===== src/rtl/glb_pkg.sv =====
// Shared types and geometry helpers for the global-buffer read address generator.
package glb_pkg;

  typedef enum logic [1:0] {
    ST_IDLE = 2'd0,
    ST_LOAD = 2'd1,
    ST_HOLD = 2'd2
  } glb_state_e;

  // Row advance between consecutive blocks so that kernel windows overlap correctly.
  function automatic int glb_step(input int bufh, input int ksize);
    return (bufh >= ksize) ? bufh - ksize + 1 : 1;
  endfunction

  function automatic int glb_nblk(input int ih, input int bufh, input int ksize);
    return (ih >= bufh) ? (ih - bufh) / glb_step(bufh, ksize) + 1 : 1;
  endfunction

  function automatic int glb_cw(input int n);
    return (n > 1) ? $clog2(n) : 1;
  endfunction

endpackage


===== src/rtl/glb_tile_cnt.sv =====
// Column/row counter over one BUFH x IW block; column wraps into row.
module glb_tile_cnt
  import glb_pkg::*;
#(
  parameter int IW   = 32,
  parameter int BUFH = 4,
  localparam int CW  = glb_cw(IW),
  localparam int RW  = glb_cw(BUFH)
) (
  input  logic          clk,
  input  logic          rst,
  input  logic          clr,
  input  logic          adv,
  output logic [RW-1:0] r,
  output logic [CW-1:0] c,
  output logic          last
);

  localparam logic [CW-1:0] C_MAX = CW'(IW - 1);
  localparam logic [RW-1:0] R_MAX = RW'(BUFH - 1);

  logic [CW-1:0] c_d, c_q;
  logic [RW-1:0] r_d, r_q;

  always_comb begin
    c_d = c_q;
    r_d = r_q;
    if (clr) begin
      c_d = '0;
      r_d = '0;
    end else if (adv) begin
      if (c_q == C_MAX) begin
        c_d = '0;
        r_d = (r_q == R_MAX) ? '0 : r_q + 1'b1;
      end else begin
        c_d = c_q + 1'b1;
      end
    end
  end

  always_ff @(posedge clk) begin
    if (rst) begin
      c_q <= '0;
      r_q <= '0;
    end else begin
      c_q <= c_d;
      r_q <= r_d;
    end
  end

  assign c    = c_q;
  assign r    = r_q;
  assign last = (c_q == C_MAX) && (r_q == R_MAX);

endmodule


===== src/rtl/glb_rd_addr_gen.sv =====
// Streams feature-map word addresses block by block (BUFH rows, overlapping by KSIZE-1)
// into the global buffer read port.
module glb_rd_addr_gen
  import glb_pkg::*;
#(
  parameter int AW    = 32,
  parameter int IW    = 32,
  parameter int IH    = 32,
  parameter int BUFH  = 4,
  parameter int KSIZE = 3
) (
  input  logic          clk,
  input  logic          rst,
  input  logic          data_init_addr_en,
  input  logic [AW-1:0] data_init_addr,
  input  logic          data_load,
  input  logic          blk_next,
  input  logic          rd_ready,
  output logic          rd_valid,
  output logic [AW-1:0] rd_addr,
  output logic          blkend,
  output logic          mapend,
  output logic          busy
);

  localparam int STEP = glb_step(BUFH, KSIZE);
  localparam int NBLK = glb_nblk(IH, BUFH, KSIZE);
  localparam int CW   = glb_cw(IW);
  localparam int RW   = glb_cw(BUFH);
  localparam int BRW  = glb_cw(IH);
  localparam logic [BRW-1:0] BR_STEP = BRW'(STEP);
  localparam logic [BRW-1:0] BR_LAST = BRW'((NBLK - 1) * STEP);

  if (BUFH < KSIZE) begin : g_bad_ksize
    $error("glb_rd_addr_gen: BUFH must be >= KSIZE");
  end
  if (IH < BUFH) begin : g_bad_height
    $error("glb_rd_addr_gen: IH must be >= BUFH");
  end
  if (((IH - BUFH) % STEP) != 0) begin : g_bad_step
    $error("glb_rd_addr_gen: (IH-BUFH) must be a multiple of BUFH-KSIZE+1");
  end

  glb_state_e    state_d, state_q;
  logic [AW-1:0] base_d, base_q;
  logic [BRW-1:0] br_d, br_q;
  logic          rd_valid_d, rd_valid_q;
  logic          blkend_d, blkend_q;
  logic          mapend_d, mapend_q;
  logic          busy_d, busy_q;
  logic          cnt_clr, cnt_adv, cnt_last;
  logic [RW-1:0] r_cnt;
  logic [CW-1:0] c_cnt;
  logic          beat;
  logic [AW-1:0] row_w, addr_w;

  glb_tile_cnt #(
    .IW   (IW),
    .BUFH (BUFH)
  ) u_tile_cnt (
    .clk  (clk),
    .rst  (rst),
    .clr  (cnt_clr),
    .adv  (cnt_adv),
    .r    (r_cnt),
    .c    (c_cnt),
    .last (cnt_last)
  );

  assign beat = (state_q == ST_LOAD) && rd_ready;

  always_comb begin
    state_d  = state_q;
    base_d   = base_q;
    br_d     = br_q;
    cnt_clr  = 1'b0;
    cnt_adv  = 1'b0;
    blkend_d = 1'b0;
    mapend_d = 1'b0;
    case (state_q)
      ST_IDLE: begin
        if (data_init_addr_en) base_d = data_init_addr;
        if (data_load) begin
          state_d = ST_LOAD;
          br_d    = '0;
          cnt_clr = 1'b1;
        end
      end
      ST_LOAD: begin
        if (beat) begin
          cnt_adv = 1'b1;
          if (cnt_last) begin
            blkend_d = 1'b1;
            if (br_q == BR_LAST) begin
              mapend_d = 1'b1;
              state_d  = ST_IDLE;
              br_d     = '0;
            end else begin
              state_d = ST_HOLD;
              br_d    = br_q + BR_STEP;
            end
          end
        end
      end
      ST_HOLD: begin
        if (blk_next) state_d = ST_LOAD;
      end
      default: state_d = ST_IDLE;
    endcase
    rd_valid_d = (state_d == ST_LOAD);
    busy_d     = (state_d != ST_IDLE);
  end

  always_ff @(posedge clk) begin
    if (rst) begin
      state_q    <= ST_IDLE;
      base_q     <= '0;
      br_q       <= '0;
      rd_valid_q <= 1'b0;
      blkend_q   <= 1'b0;
      mapend_q   <= 1'b0;
      busy_q     <= 1'b0;
    end else begin
      state_q    <= state_d;
      base_q     <= base_d;
      br_q       <= br_d;
      rd_valid_q <= rd_valid_d;
      blkend_q   <= blkend_d;
      mapend_q   <= mapend_d;
      busy_q     <= busy_d;
    end
  end

  // Address is a pure function of registered counters, so it cannot move during a stall.
  assign row_w  = AW'(br_q) + AW'(r_cnt);
  assign addr_w = base_q + row_w * AW'(IW) + AW'(c_cnt);

  assign rd_valid = rd_valid_q;
  assign rd_addr  = rd_valid_q ? addr_w : '0;
  assign blkend   = blkend_q;
  assign mapend   = mapend_q;
  assign busy     = busy_q;

endmodule


===== config.mk =====
export PLATFORM = sky130hd
export DESIGN_NAME = glb_rd_addr_gen
export DESIGN_NICKNAME = d
export VERILOG_FILES = /design/src/rtl/glb_pkg.sv /design/src/rtl/glb_tile_cnt.sv /design/src/rtl/glb_rd_addr_gen.sv
export SDC_FILE = /design/constraint.sdc
export NUM_CORES = 1
export LEC_CHECK = 0
export CAP_MARGIN = 20
export CORE_MARGIN = 2
export CORE_UTILIZATION = 45
export CTS_CLUSTER_SIZE = 16
export DETAILED_ROUTE_END_ITERATION = 6
export PLACE_DENSITY = 0.73
export SYNTH_ARGS = -nofsm -noshare
export SYNTH_HDL_FRONTEND = slang
export SYNTH_HIERARCHICAL = 1
export SYNTH_SLANG_ARGS = --single-unit

===== constraint.sdc =====
create_clock -name clk -period 3.3 [get_ports clk]
set_input_delay 0.33 -clock clk [delete_from_list [all_inputs] [get_ports clk]]
set_output_delay 0.33 -clock clk [all_outputs]
set_load 0.05 [all_outputs]

# After elaboration in Yosys (flattened, before gate mapping)

Index checks and enable logic that the tools add are counted.
Widths: inputs -> output; s select.

Output and inout port bits: 36
Word-level logic and storage cells: 58
Bits of input ports: 38
Flip-flop bits (word level): 50

Eq/ne operators: 9
Reduce and logical (&&, ||, !) cells: 11
$add $sub $neg: 6
Bitwise gates (word level): 3
Mux-type cells: 20

Operators by type and width:

| cell                | count |
|---|---|
| $add 32x11->32      | 1 |
| $add 32x5->32       | 1 |
| $mux 32             | 1 |
| $mux 5              | 5 |
| $mux 2              | 6 |
| $eq 5x5->1 const B  | 2 |
| $pmux 5 s2          | 1 |
| $add 5x2->6         | 1 |
| $mux 1              | 6 |
| $ne 2x2->1 const B  | 3 |
| $pmux 2 s3          | 1 |
| $add 5x1->5 const B | 1 |
| $add 5x2->5 const B | 1 |
| $eq 2x1->1 const B  | 2 |
| $eq 2x2->1 const B  | 2 |
| $reduce_and 2->1    | 2 |
| $reduce_and 4->1    | 1 |
| $reduce_bool 2->1   | 2 |
| $reduce_or 4->1     | 1 |
| $not 1->1           | 3 |
| $reduce_or 3->1     | 1 |
| $add 2x1->2 const B | 1 |
| $logic_and 1x1->1   | 2 |
| $logic_not 2->1     | 1 |
| $reduce_or 2->1     | 1 |

# Depth between registers and ports, before layout

Depth in word-level cells: 6
Depth in mapped cells: 12
Depth with buffers taken out: 10

# Hierarchy

Netlist, hierarchy kept.

Modules (own cells, without submodules):

| module          | sequential area each (um^2) | instances | area an instance (um^2) | cells each |
|---|---|---|---|---|
| glb_rd_addr_gen | 840.8                       | 1         | 2857.7                  | 377 |
| glb_tile_cnt    | 140.1                       | 1         | 377.9                   | 38 |

# Least setup slack after synthesis

OpenSTA, ideal clock, no wires.

Path kind: register to output
Start point: reg br_q[1]
End point: out rd_addr[31]
Data required time: 2.970 ns
Data arrival time: 2.909 ns
Cell stages (with the launch flop): 11
Slack: 0.061 ns
Path through: dfxtp_1 ha_1 nand3_1 xnor2_1 ha_1 nand4_1 o221ai_1 a41oi_2 buf_6 nor3b_1 mux2i_1

Longest elaborated chain between the ends: 4

Ends and longest elaborated chain:

| item                     | line                   | RTL |
|---|---|---|
| start: declaration       | glb_rd_addr_gen.sv:46  | `logic [BRW-1:0] br_d, br_q;` |
| start signal: assignment | glb_rd_addr_gen.sv:126 | `br_q <= br_d;` |
| $add 5x2->6              | glb_rd_addr_gen.sv:135 | `assign row_w = AW'(br_q) + AW'(r_cnt);` |
| $add 32x11->32           | glb_rd_addr_gen.sv:136 | `assign addr_w = base_q + row_w * AW'(IW) + AW'(c_cnt);` |
| $add 32x5->32            | glb_rd_addr_gen.sv:136 |  |
| $mux 32                  | glb_rd_addr_gen.sv:139 | `assign rd_addr = rd_valid_q ? addr_w : '0;` |
| end: declaration         | glb_rd_addr_gen.sv:20  | `output logic [AW-1:0] rd_addr,` |

No other way between the ends.

# Final worst setup path

Start point: reg u_tile_cnt.c_q[0], in the netlist u_tile_cnt/c[0]
End point: out rd_addr[28]

Longest elaborated chain between the ends: 2

Ends and longest elaborated chain:

| item                     | line                   | RTL |
|---|---|---|
| start: declaration       | glb_tile_cnt.sv:22     | `logic [CW-1:0] c_d, c_q;` |
| start signal: assignment | glb_tile_cnt.sv:43     | `c_q <= '0;` |
| start signal: assignment | glb_tile_cnt.sv:46     | `c_q <= c_d;` |
| $add 32x5->32            | glb_rd_addr_gen.sv:136 |  |
| $mux 32                  | glb_rd_addr_gen.sv:139 |  |

No other way between the ends.

==> impl_metrics.csv <==
group,metric,value,unit
finish,n_fill_cell,592,
timing,hold_viol,0,
die,io_pins,74,
yosys,synth_cell_types,56,
clocking,clock_sink_count,49,
yosys,synthFlopType,"dfxtp_1",
timing,holdWs,0.4765,ns
critical_path,worstPathRequired,2.97,ns
yosys,synth_enable_flop_cells,0,
detailed_routing,dr.pass1.iters,4,
yosys,synthTopCellsByCount,"nand2_1, a21oi_1, dfxtp_1, and2_1, nor2_1",
timing,setup_tns,0,ns
critical_path,worstPathArrival,2.89,ns
finish,multi_input_area,2300,um2
die,dieArea,7885,um2
die,rows,30,
status,status,"finished, final reports clean",
place,dpl-instance-area,4233,um2
die,fp.dieW,88.80,um
timing,final_max_slew_viol_count,0,
clocking,numCtsBuffers,5,
grt,grt_pass1_vias,2873,
grt,grt_pass1_wl,13.07,mm
detailed_routing,dr_wl_met2,4.279,mm
finish,drive_gt1_share,20.00,%
die,core-area,6869,um2
critical_path,cp_max_fo,5,
clocking,tritoncts,"yes",
yosys,avgSynthCellArea,7.797,um2
place,port_buffers,73,
yosys,yosysSeqAreaShare,30.32,%
critical_path,end_kind,"output port",
clocking,clock_latency,0.30,ns
grt,overflow,0,
detailed_routing,first_iter_violations,154,
yosys,syn_nets,473,
grt,grt_util_all_layers,20.62,%
detailed_routing,top_layer_used,"met4",
detailed_routing,wire_per_inst,14.53,um
finish,syn2layout_area_growth,41.96,%
yosys,yosysTopAreaCell,"dfxtp_1",
yosys,yosysMostFrequentCell,"nand2_1",
clocking,htree_levels,2,
detailed_routing,drt-total-wl,8.516,mm
yosys,synth_area_leaders,"dfxtp_1, nand2_1, a21oi_1",
clocking,clk_pin_slew_worst_paths,0.09,ns
timing,fin_crit_sh,97.53,%
detailed_routing,met3_wirelength,498,um
die,die_h,88.80,um
detailed_routing,drc,0,
pwr,ir_worst_vdd,0.0001842,V
detailed_routing,dr_total_vias,3154,
finish,regArea,991.0,um2
place,place.gp.congestion,0.9234,
pwr,p_leak,1.698,nW
grt,grt_max_degree,33,
detailed_routing,via_per_inst,5.382,
timing,slew_headroom,50.93,%
yosys,syn_area,3236,um2
critical_path,start_kind,"register",
timing,worst_pin_slew,0.7338,ns
grt,grt_antenna_before_repair,0,
yosys,async_flop_share,0,%
place,dp_hpwl,5.878,mm
finish,n_antenna_cell,0,
timing,fin_worst_skew,0.006241,ns
hold_path,hold_class,"reg -> reg",
pwr,powerDensity,279.9,nW/um2
place,dpl_worst_slack,0.06627,ns
finish,fin_area,4593,um2
finish,nets,547,
clocking,max-clock-path-buffers,2,
yosys,yosys_warnings,6,
detailed_routing,wl_met1,3.612,mm
timing,postLayoutSetupSlackWorst,0.08153,ns
yosys,synth_top_area_share,30.32,%
finish,final_util,66.87,%
run,max_cap_violations,0,
critical_path,critPathKind,"reg -> out",
timing,fin_crit,3.218,ns
die,initial_utilization,47.10,%
detailed_routing,ant_nets,0,
clocking,root_buffer,"clkbuf_8",
timing,setup_viol,0,
yosys,ys_ff_latch,49,
timing,max_freq,0.3107,GHz
yosys,syn_inst,415,
## state kept, by name, indices dropped and copies added (netlist names)
register,cells
base_q,32
blkend,1
br_q,4
busy,1
mapend,1
rd_valid,1
state_q,2
u_tile_cnt/c,5
u_tile_cnt/r,2
## worst max-delay path, cell delays in order (launching register included)
cell       delay, ns
dfxtp_4         0.38
ha_4            0.13
inv_1           0.04
fa_1            0.39
and2b_2         0.25
o211ai_1        0.12
a21boi_2        0.20
buf_6           0.14
o2111ai_4       0.23
a21oi_2         0.22
mux2i_2         0.32
buf_12          0.18
## through the flow
step	cells	power (mW)
finish	586	1.285
global route	586	1.347
CTS	579	1.282
detailed placement	570	0.9331
global placement	570	0.9277
floorplan	415	0.8172
## final timing paths
check / endpoint / depth (start not counted) / slack, ns / startpoint
setup / recovery: rd_addr[28] / 11 / 0.08 / u_tile_cnt/c[0]$_SDFFE_PP0P_
setup reg to reg: br_q[3]$_SDFFE_PP0P_ / 8 / 1.13 / u_tile_cnt/c[0]$_SDFFE_PP0P_
hold / removal: base_q[5]$_SDFFE_PP0P_ / 2 / 0.48 / base_q[5]$_SDFFE_PP0P_
hold reg to reg: base_q[5]$_SDFFE_PP0P_ / 2 / 0.48 / base_q[5]$_SDFFE_PP0P_
## routing by layer
metal  global-route usage, %  up-vias
met3                   4.291       14
li1                        -     1575
met5                       0        -
met2                   36.23      104
met4                   5.372        0
met1                   25.61     1461
## power breakdown
part | switching [mW] | internal [mW] | leakage (nW)
sequential | 0.0344 | 0.618 | 0.404
combinational | 0.153 | 0.133 | 1.26
clock | 0.197 | 0.150 | 0.0385
total | 0.384 | 0.901 | 1.70
## area by class of cell
| class | count | share of cell area, % |
|---|---|---|
| well taps | 96 | 2.615 |
| flip-flops and latches | 49 | 21.57 |
| multi-input cells | 339 | 50.07 |
| inverters | 8 | 0.6538 |
| repair buffers | 86 | 23.26 |
| clock inverters | 1 | 0.1634 |
| clock buffers | 7 | 1.662 |
## placed cells by master (no fill, tap or decap), types with 3 or more instances in the layout
cell type         n
buf_12           22
mux2i_1           7
xnor2_1           8
clkbuf_8          5
a21oi_2           9
nand4_1           6
mux2i_2           8
ha_1             16
a21boi_2          5
nor2b_1           3
buf_4            13
or3_1             3
o21a_1            3
nor3b_2           5
ha_4              3
nand2b_1         13
and2_1           20
a21oi_1          47
clkdlybuf4s50_1  48
nand3_1          12
xor2_1           10
nor2_1           20
dfxtp_1          43
o21ai_0           8
inv_1             8
nand2_1          91
dfxtp_2           5
## what timing repair did
item | CTS | global route
cloned | 0 | 1
setup buffers | 1 | 5
gates resized for setup | 14 | 35
endpoints found under the setup margin | 11 | 22
hold buffers | 0 | 0
pin swaps | 1 | 7
## kinds of logic (layout without fill, tap and decap cells)
group,Yosys count,in the layout,synth area share (%)
buf+inv,28,102,4.370
flops,49,49,30.32
mux,15,15,4.640
fa+ha+maj,20,20,7.966
compound gates,88,89,16.05
xor+xnor,18,18,4.872
simple gates,197,197,31.79
No activity file was read; power rests on OpenSTA's default activity.
